File: src/rtl/branch_evaluator.sv
// branch_evaluator
//   Multi-cycle branch comparator. It latches two operands and a RISC-V branch
//   funct3, then compares them DIGIT bits per cycle starting at the most
//   significant digit. It produces equal / signed-less / unsigned-less flags
//   and the resulting branch decision.
//
// Parameters
//   WIDTH       operand width in bits
//   DIGIT       bits compared per cycle (must divide WIDTH)
//   EARLY_EXIT  1: finish on the first differing digit, 0: always scan all digits
//
// Ports
//   i_clock           rising-edge clock
//   i_reset           asynchronous active-low reset
//   i_flush           synchronous abort of any in-flight comparison
//   i_valid/o_ready   request handshake
//   i_dataA/i_dataB   operands (rs1 / rs2)
//   i_op              branch funct3 (BEQ/BNE/BLT/BGE/BLTU/BGEU, 010/011 illegal)
//   o_valid/i_ready   result handshake
//   o_isEqual, o_isLessSigned, o_isLessUnsigned   comparison flags
//   o_taken           branch condition for the latched op
//   o_illegal         latched op was 010 or 011
module branch_evaluator #(
  parameter int WIDTH      = 32,
  parameter int DIGIT      = 8,
  parameter int EARLY_EXIT = 1
) (
  input  logic             i_clock,
  input  logic             i_reset,
  input  logic             i_flush,
  input  logic             i_valid,
  output logic             o_ready,
  input  logic [WIDTH-1:0] i_dataA,
  input  logic [WIDTH-1:0] i_dataB,
  input  logic [2:0]       i_op,
  output logic             o_valid,
  input  logic             i_ready,
  output logic             o_isEqual,
  output logic             o_isLessSigned,
  output logic             o_isLessUnsigned,
  output logic             o_taken,
  output logic             o_illegal
);

  localparam int N    = WIDTH / DIGIT;
  localparam int IDXW = (N > 1) ? $clog2(N) : 1;
  localparam logic [DIGIT-1:0] SIGN_FLIP = DIGIT'(1) << (DIGIT - 1);

  generate
    if ((WIDTH % DIGIT) != 0) begin : gBadDigit
      $error("branch_evaluator: WIDTH must be a multiple of DIGIT");
    end
  endgenerate

  typedef enum logic [1:0] {IDLE, SCAN, DONE} stateT;

  stateT            state, nextState;
  logic [WIDTH-1:0] aReg, bReg;
  logic [2:0]       opReg;
  logic [IDXW-1:0]  idx;
  logic             isEqualReg, lessSReg, lessUReg, diffFound;

  logic             accept;
  logic [DIGIT-1:0] digA, digB;
  logic             digDiff, digLessU, digLessS, atTop, atBottom;

  // The operands are shifted left once per scanned digit, so the digit being
  // examined always sits in the top DIGIT bits of the operand registers.
  assign digA     = aReg[WIDTH-1 -: DIGIT];
  assign digB     = bReg[WIDTH-1 -: DIGIT];
  assign digDiff  = (digA != digB);
  assign digLessU = (digA < digB);
  // Inverting the sign bit turns a two's-complement compare into an unsigned one.
  assign digLessS = ((digA ^ SIGN_FLIP) < (digB ^ SIGN_FLIP));
  assign atTop    = (idx == IDXW'(N - 1));
  assign atBottom = (idx == '0);

  assign accept = (state == IDLE) && i_valid && !i_flush;

  // Next-state logic. A flush always wins, including over the result handshake.
  always_comb begin
    nextState = state;
    case (state)
      IDLE: if (accept) nextState = SCAN;
      SCAN: if (atBottom || (digDiff && (EARLY_EXIT != 0))) nextState = DONE;
      DONE: if (i_ready) nextState = IDLE;
      default: nextState = IDLE;
    endcase
    if (i_flush) nextState = IDLE;
  end

  // State and datapath registers. Only the first differing digit sets the
  // flags, which keeps the result correct when the full scan is forced.
  always_ff @(posedge i_clock or negedge i_reset) begin
    if (!i_reset) begin
      state      <= IDLE;
      aReg       <= '0;
      bReg       <= '0;
      opReg      <= '0;
      idx        <= '0;
      isEqualReg <= 1'b0;
      lessSReg   <= 1'b0;
      lessUReg   <= 1'b0;
      diffFound  <= 1'b0;
    end else begin
      state <= nextState;
      if (accept) begin
        aReg       <= i_dataA;
        bReg       <= i_dataB;
        opReg      <= i_op;
        idx        <= IDXW'(N - 1);
        isEqualReg <= 1'b1;
        lessSReg   <= 1'b0;
        lessUReg   <= 1'b0;
        diffFound  <= 1'b0;
      end else if ((state == SCAN) && !i_flush) begin
        aReg <= aReg << DIGIT;
        bReg <= bReg << DIGIT;
        idx  <= idx - IDXW'(1);
        if (digDiff && !diffFound) begin
          diffFound  <= 1'b1;
          isEqualReg <= 1'b0;
          lessUReg   <= digLessU;
          lessSReg   <= atTop ? digLessS : digLessU;
        end
      end
    end
  end

  // Result outputs are only exposed in DONE so idle/reset values are all zero.
  always_comb begin
    o_ready          = (state == IDLE);
    o_valid          = (state == DONE);
    o_isEqual        = o_valid && isEqualReg;
    o_isLessSigned   = o_valid && lessSReg;
    o_isLessUnsigned = o_valid && lessUReg;
    o_illegal        = o_valid && (opReg[2:1] == 2'b01);
    o_taken          = 1'b0;
    case (opReg)
      3'b000:  o_taken = isEqualReg;
      3'b001:  o_taken = !isEqualReg;
      3'b100:  o_taken = lessSReg;
      3'b101:  o_taken = !lessSReg;
      3'b110:  o_taken = lessUReg;
      3'b111:  o_taken = !lessUReg;
      default: o_taken = 1'b0;
    endcase
    o_taken = o_taken && o_valid;
  end

endmodule

File: config.mk
export PLATFORM = sky130hd
export DESIGN_NAME = branch_evaluator
export DESIGN_NICKNAME = d
export VERILOG_FILES = /design/src/rtl/branch_evaluator.sv
export SDC_FILE = /design/constraint.sdc
export NUM_CORES = 1
export LEC_CHECK = 0
export CAP_MARGIN = 0
export CORE_ASPECT_RATIO = 1.25
export CORE_MARGIN = 4
export CORE_UTILIZATION = 54
export CTS_BUF_LIST = sky130_fd_sc_hd__clkbuf_16
export CTS_CLUSTER_SIZE = 14
export DETAILED_ROUTE_END_ITERATION = 8
export PLACE_DENSITY = 0.82
export SLEW_MARGIN = 10
export SYNTH_ARGS = -nofsm -noshare
export SYNTH_HDL_FRONTEND = slang
export SYNTH_SLANG_ARGS = --single-unit
File: constraint.sdc
create_clock -name i_clock -period 4.5 [get_ports i_clock]
set_input_delay 1.125 -clock i_clock [delete_from_list [all_inputs] [get_ports i_clock]]
set_output_delay 1.125 -clock i_clock [all_outputs]
set_load 0.05 [all_outputs]
==> flow_summary.yaml <==
outcome:
  outcome: "completed"
critical_path:
  cp_data_arrival_time_ps: 2130
  required_ps: 3380
  startpoint_type: "register"
  crit_slowest_cell: "clkdlybuf4s50_1"
  crit_type: "reg -> out"
  critPathMaxStageDelay_ps: 790
  cp_num_buf_inv: 1
  path_cells: "nor2b_1, and3b_1, clkdlybuf4s50_1"
  end_kind: "output pin"
  crit_family: "buffers and inverters"
  critPathMaxFanout: 7
clock_network:
  insertion_delay_ps: 330
  post_cts_buffers: 0
  cts_sinks: 75
  clock_path_buffers: 2
  cts_buffers: 9
  cts_max_level: 3
  cts_root_buf: "clkbuf_16"
  clk_pin_slew_ps: 60
  cts_hold_buf: 0
  cts_tree: "built"
  cts_resized: 0
yosys:
  syn_inst: 327
  synth_xor_area_share_pct: 0.780
  synth_top_family_by_area: "compound AO/OA/AOI/OAI gates"
  synth_area_mm2: 0.00337
  synth_area_leaders: "dfrtp_1, nand2_1, a22oi_1"
  synth.largest_area_cell: "dfrtp_1"
  synth_common_cells: "nand2_1, dfrtp_1, a22oi_1"
  yosysMostFrequentCell: "nand2_1"
  synthAdderAreaFrac_pct: 4.09
  synth_mux_area_share_pct: 0.297
  synth_edf_count: 0
  synth_area_per_cell_um2: 10.3
  ys_ff_latch: 75
  netlist.area_leader.share_pct: 55.7
  synth-main-ff-cell: "dfrtp_1"
  seq_area_frac_synth_pct: 55.7
  synthSimpleGateAreaFrac_pct: 15.6
  async_flop_share_pct: 100
  synth_nets: 410
  ys_types: 35
  yosysWarnings: 0
  synth_compound_area_share_pct: 19.1
layout:
  syn_to_final_growth_pct: 33.0
  layoutNonFillerInstCount: 487
  fin_util_pct: 75.5
  n_antenna_cell: 0
  drive_above_1_share_pct: 5.19
  final_nets: 483
sta:
  finClkSkew_ps: 5.87
  rsz0062_at_grt: "false"
  min_period_over_period_pct: 72.4
  setup_violations: 0
  relSlewSlack_pct: 40.2
  max_freq_mhz: 307
  hold_viol_final: 0
  finalMaxSlewViolations: 0
  min_period_ps: 3260
  whs_ps: 473
  tightestPinTransition_ps: 897
  tns_ps: 0
route:
  routed_wl_um: 7520
  wl_per_cell_um: 15.4
  drt_iter0_markers: 206
  drtPass1Iterations: 4
  routed_via_density: 5.56
  drc: 0
  dr_total_vias: 2708
  drtAntennaViolNets: 0
pwr:
  p_leak_uw: 0.00214
  swShare_pct: 28.0
  pwr_density_cell_mw_per_mm2: 447
  clkPwrFrac_pct: 33.5
  switchingPower_uw: 561
  p_int_uw: 1440
  vdd_drop_max_mv: 0.268
  comb_power_share_pct: 21.0
  p_seq_share_pct: 45.5
placed_design:
  hpwlAfterDp_um: 5120
  place_inst: 471
  place.gp.congestion: 0.750
  portBuffers: 78
global_routing:
  grt_pass1_wl_um: 12500
  grt_usage_pct: 21.5
  overflow: 0
  antenna_found_initial: 0
  grt_pass1_vias: 2781
  grt_max_degree: 79
floorplan:
  rows: 31
  num_io_pins: 79
  core_mm2: 0.00593
  dieWidth_um: 78.6
  die_y_um: 96.3
  initial_core_util_pct: 56.7
  die_area_mm2: 0.00757
hold_path:
  min_path_type: "reg -> reg"
flow_run:
  drv_cap: 0
-- logic make-up (layout without fill, tap and decap cells) --
group / after synthesis / after routing
flip-flops: 75 / 75
buffers and inverters: 35 / 113
AND/OR/NAND/NOR: 122 / 122
multiplexers: 1 / 1
AO/OA/AOI/OAI: 80 / 80
XOR/XNOR: 3 / 3
adder cells (fa/ha/maj): 11 / 11
-- metrics by stage --
stage          area (um2)  setup WS (ps)  total power (uW)
6_report             4480           1240              2000
5_1_grt              4480           1110              2120
4_1_cts              4480           1230              2010
3_5_place_dp         4200           1310              1340
3_3_place_gp         4200           1390              1310
2_1_floorplan        3370           1500              1170
-- final timing paths --
check,start,end,slack (ps),cells past startpoint
max reg2reg,state[1],bReg[30],2410,4
min reg2reg,bReg[8],bReg[8],470,2
min in group asynchronous,i_reset,opReg[0],920,1
max in group asynchronous,i_reset,idx[1],3000,1
max,state[1],o_illegal,1240,3
min,bReg[8],bReg[8],470,2
-- layout make-up --
type / instances / area [um2]
repair buffers: 82 / 808
inverters: 15 / 56.3
multi-input cells: 217 / 1360
clock buffers: 9 / 225
well taps: 82 / 103
fillers: 397 / 1460
clock inverters: 7 / 53.8
flip-flops and latches: 75 / 1880
-- layout by cell type, fill, tap and decap left out, drive strengths merged, types with 2 or more instances in the layout --
cell and count:
nand2 94, clkdlybuf4s50 77, dfrtp 75, a22oi 39, inv 19, a22o 16
ha 11, nor3 10, a221o 9, clkbuf 9, buf 5, nor2 5
and2 4, o21ai 3, a21oi 3, nor2b 2, xor2 2, a211oi 2
a32o 2, clkinv 2
-- tightest hold or removal path, delay by kind of cell (launching register included) --
kind | cells | cell delay (ps)
DFF | 1 | 330
and+or+nand+nor | 2 | 110
-- flip-flops by register name (all words and copies together) (netlist names) --
register,flops
lessUReg,1
bReg,32
idx,2
aReg,32
lessSReg,1
isEqualReg,1
opReg,3
diffFound,1
state,2
-- per-layer routing --
layer	track usage (%)	up-vias	wire length [um]
met5	0	-	0
met4	7.43	0	121
met3	6.74	11	389
met2	37.0	74	3880
met1	25.6	1320	3130
li1	-	1303	-
-- power groups by stage --
stage	Clock [uW]	Combinational, uW	Sequential (uW)
global placement	0	398	913
global route	710	480	927
floorplan	0	280	890
detailed placement	0	418	921
finish	671	421	911
CTS	676	426	911
No activity file was read; power rests on OpenSTA's default activity.
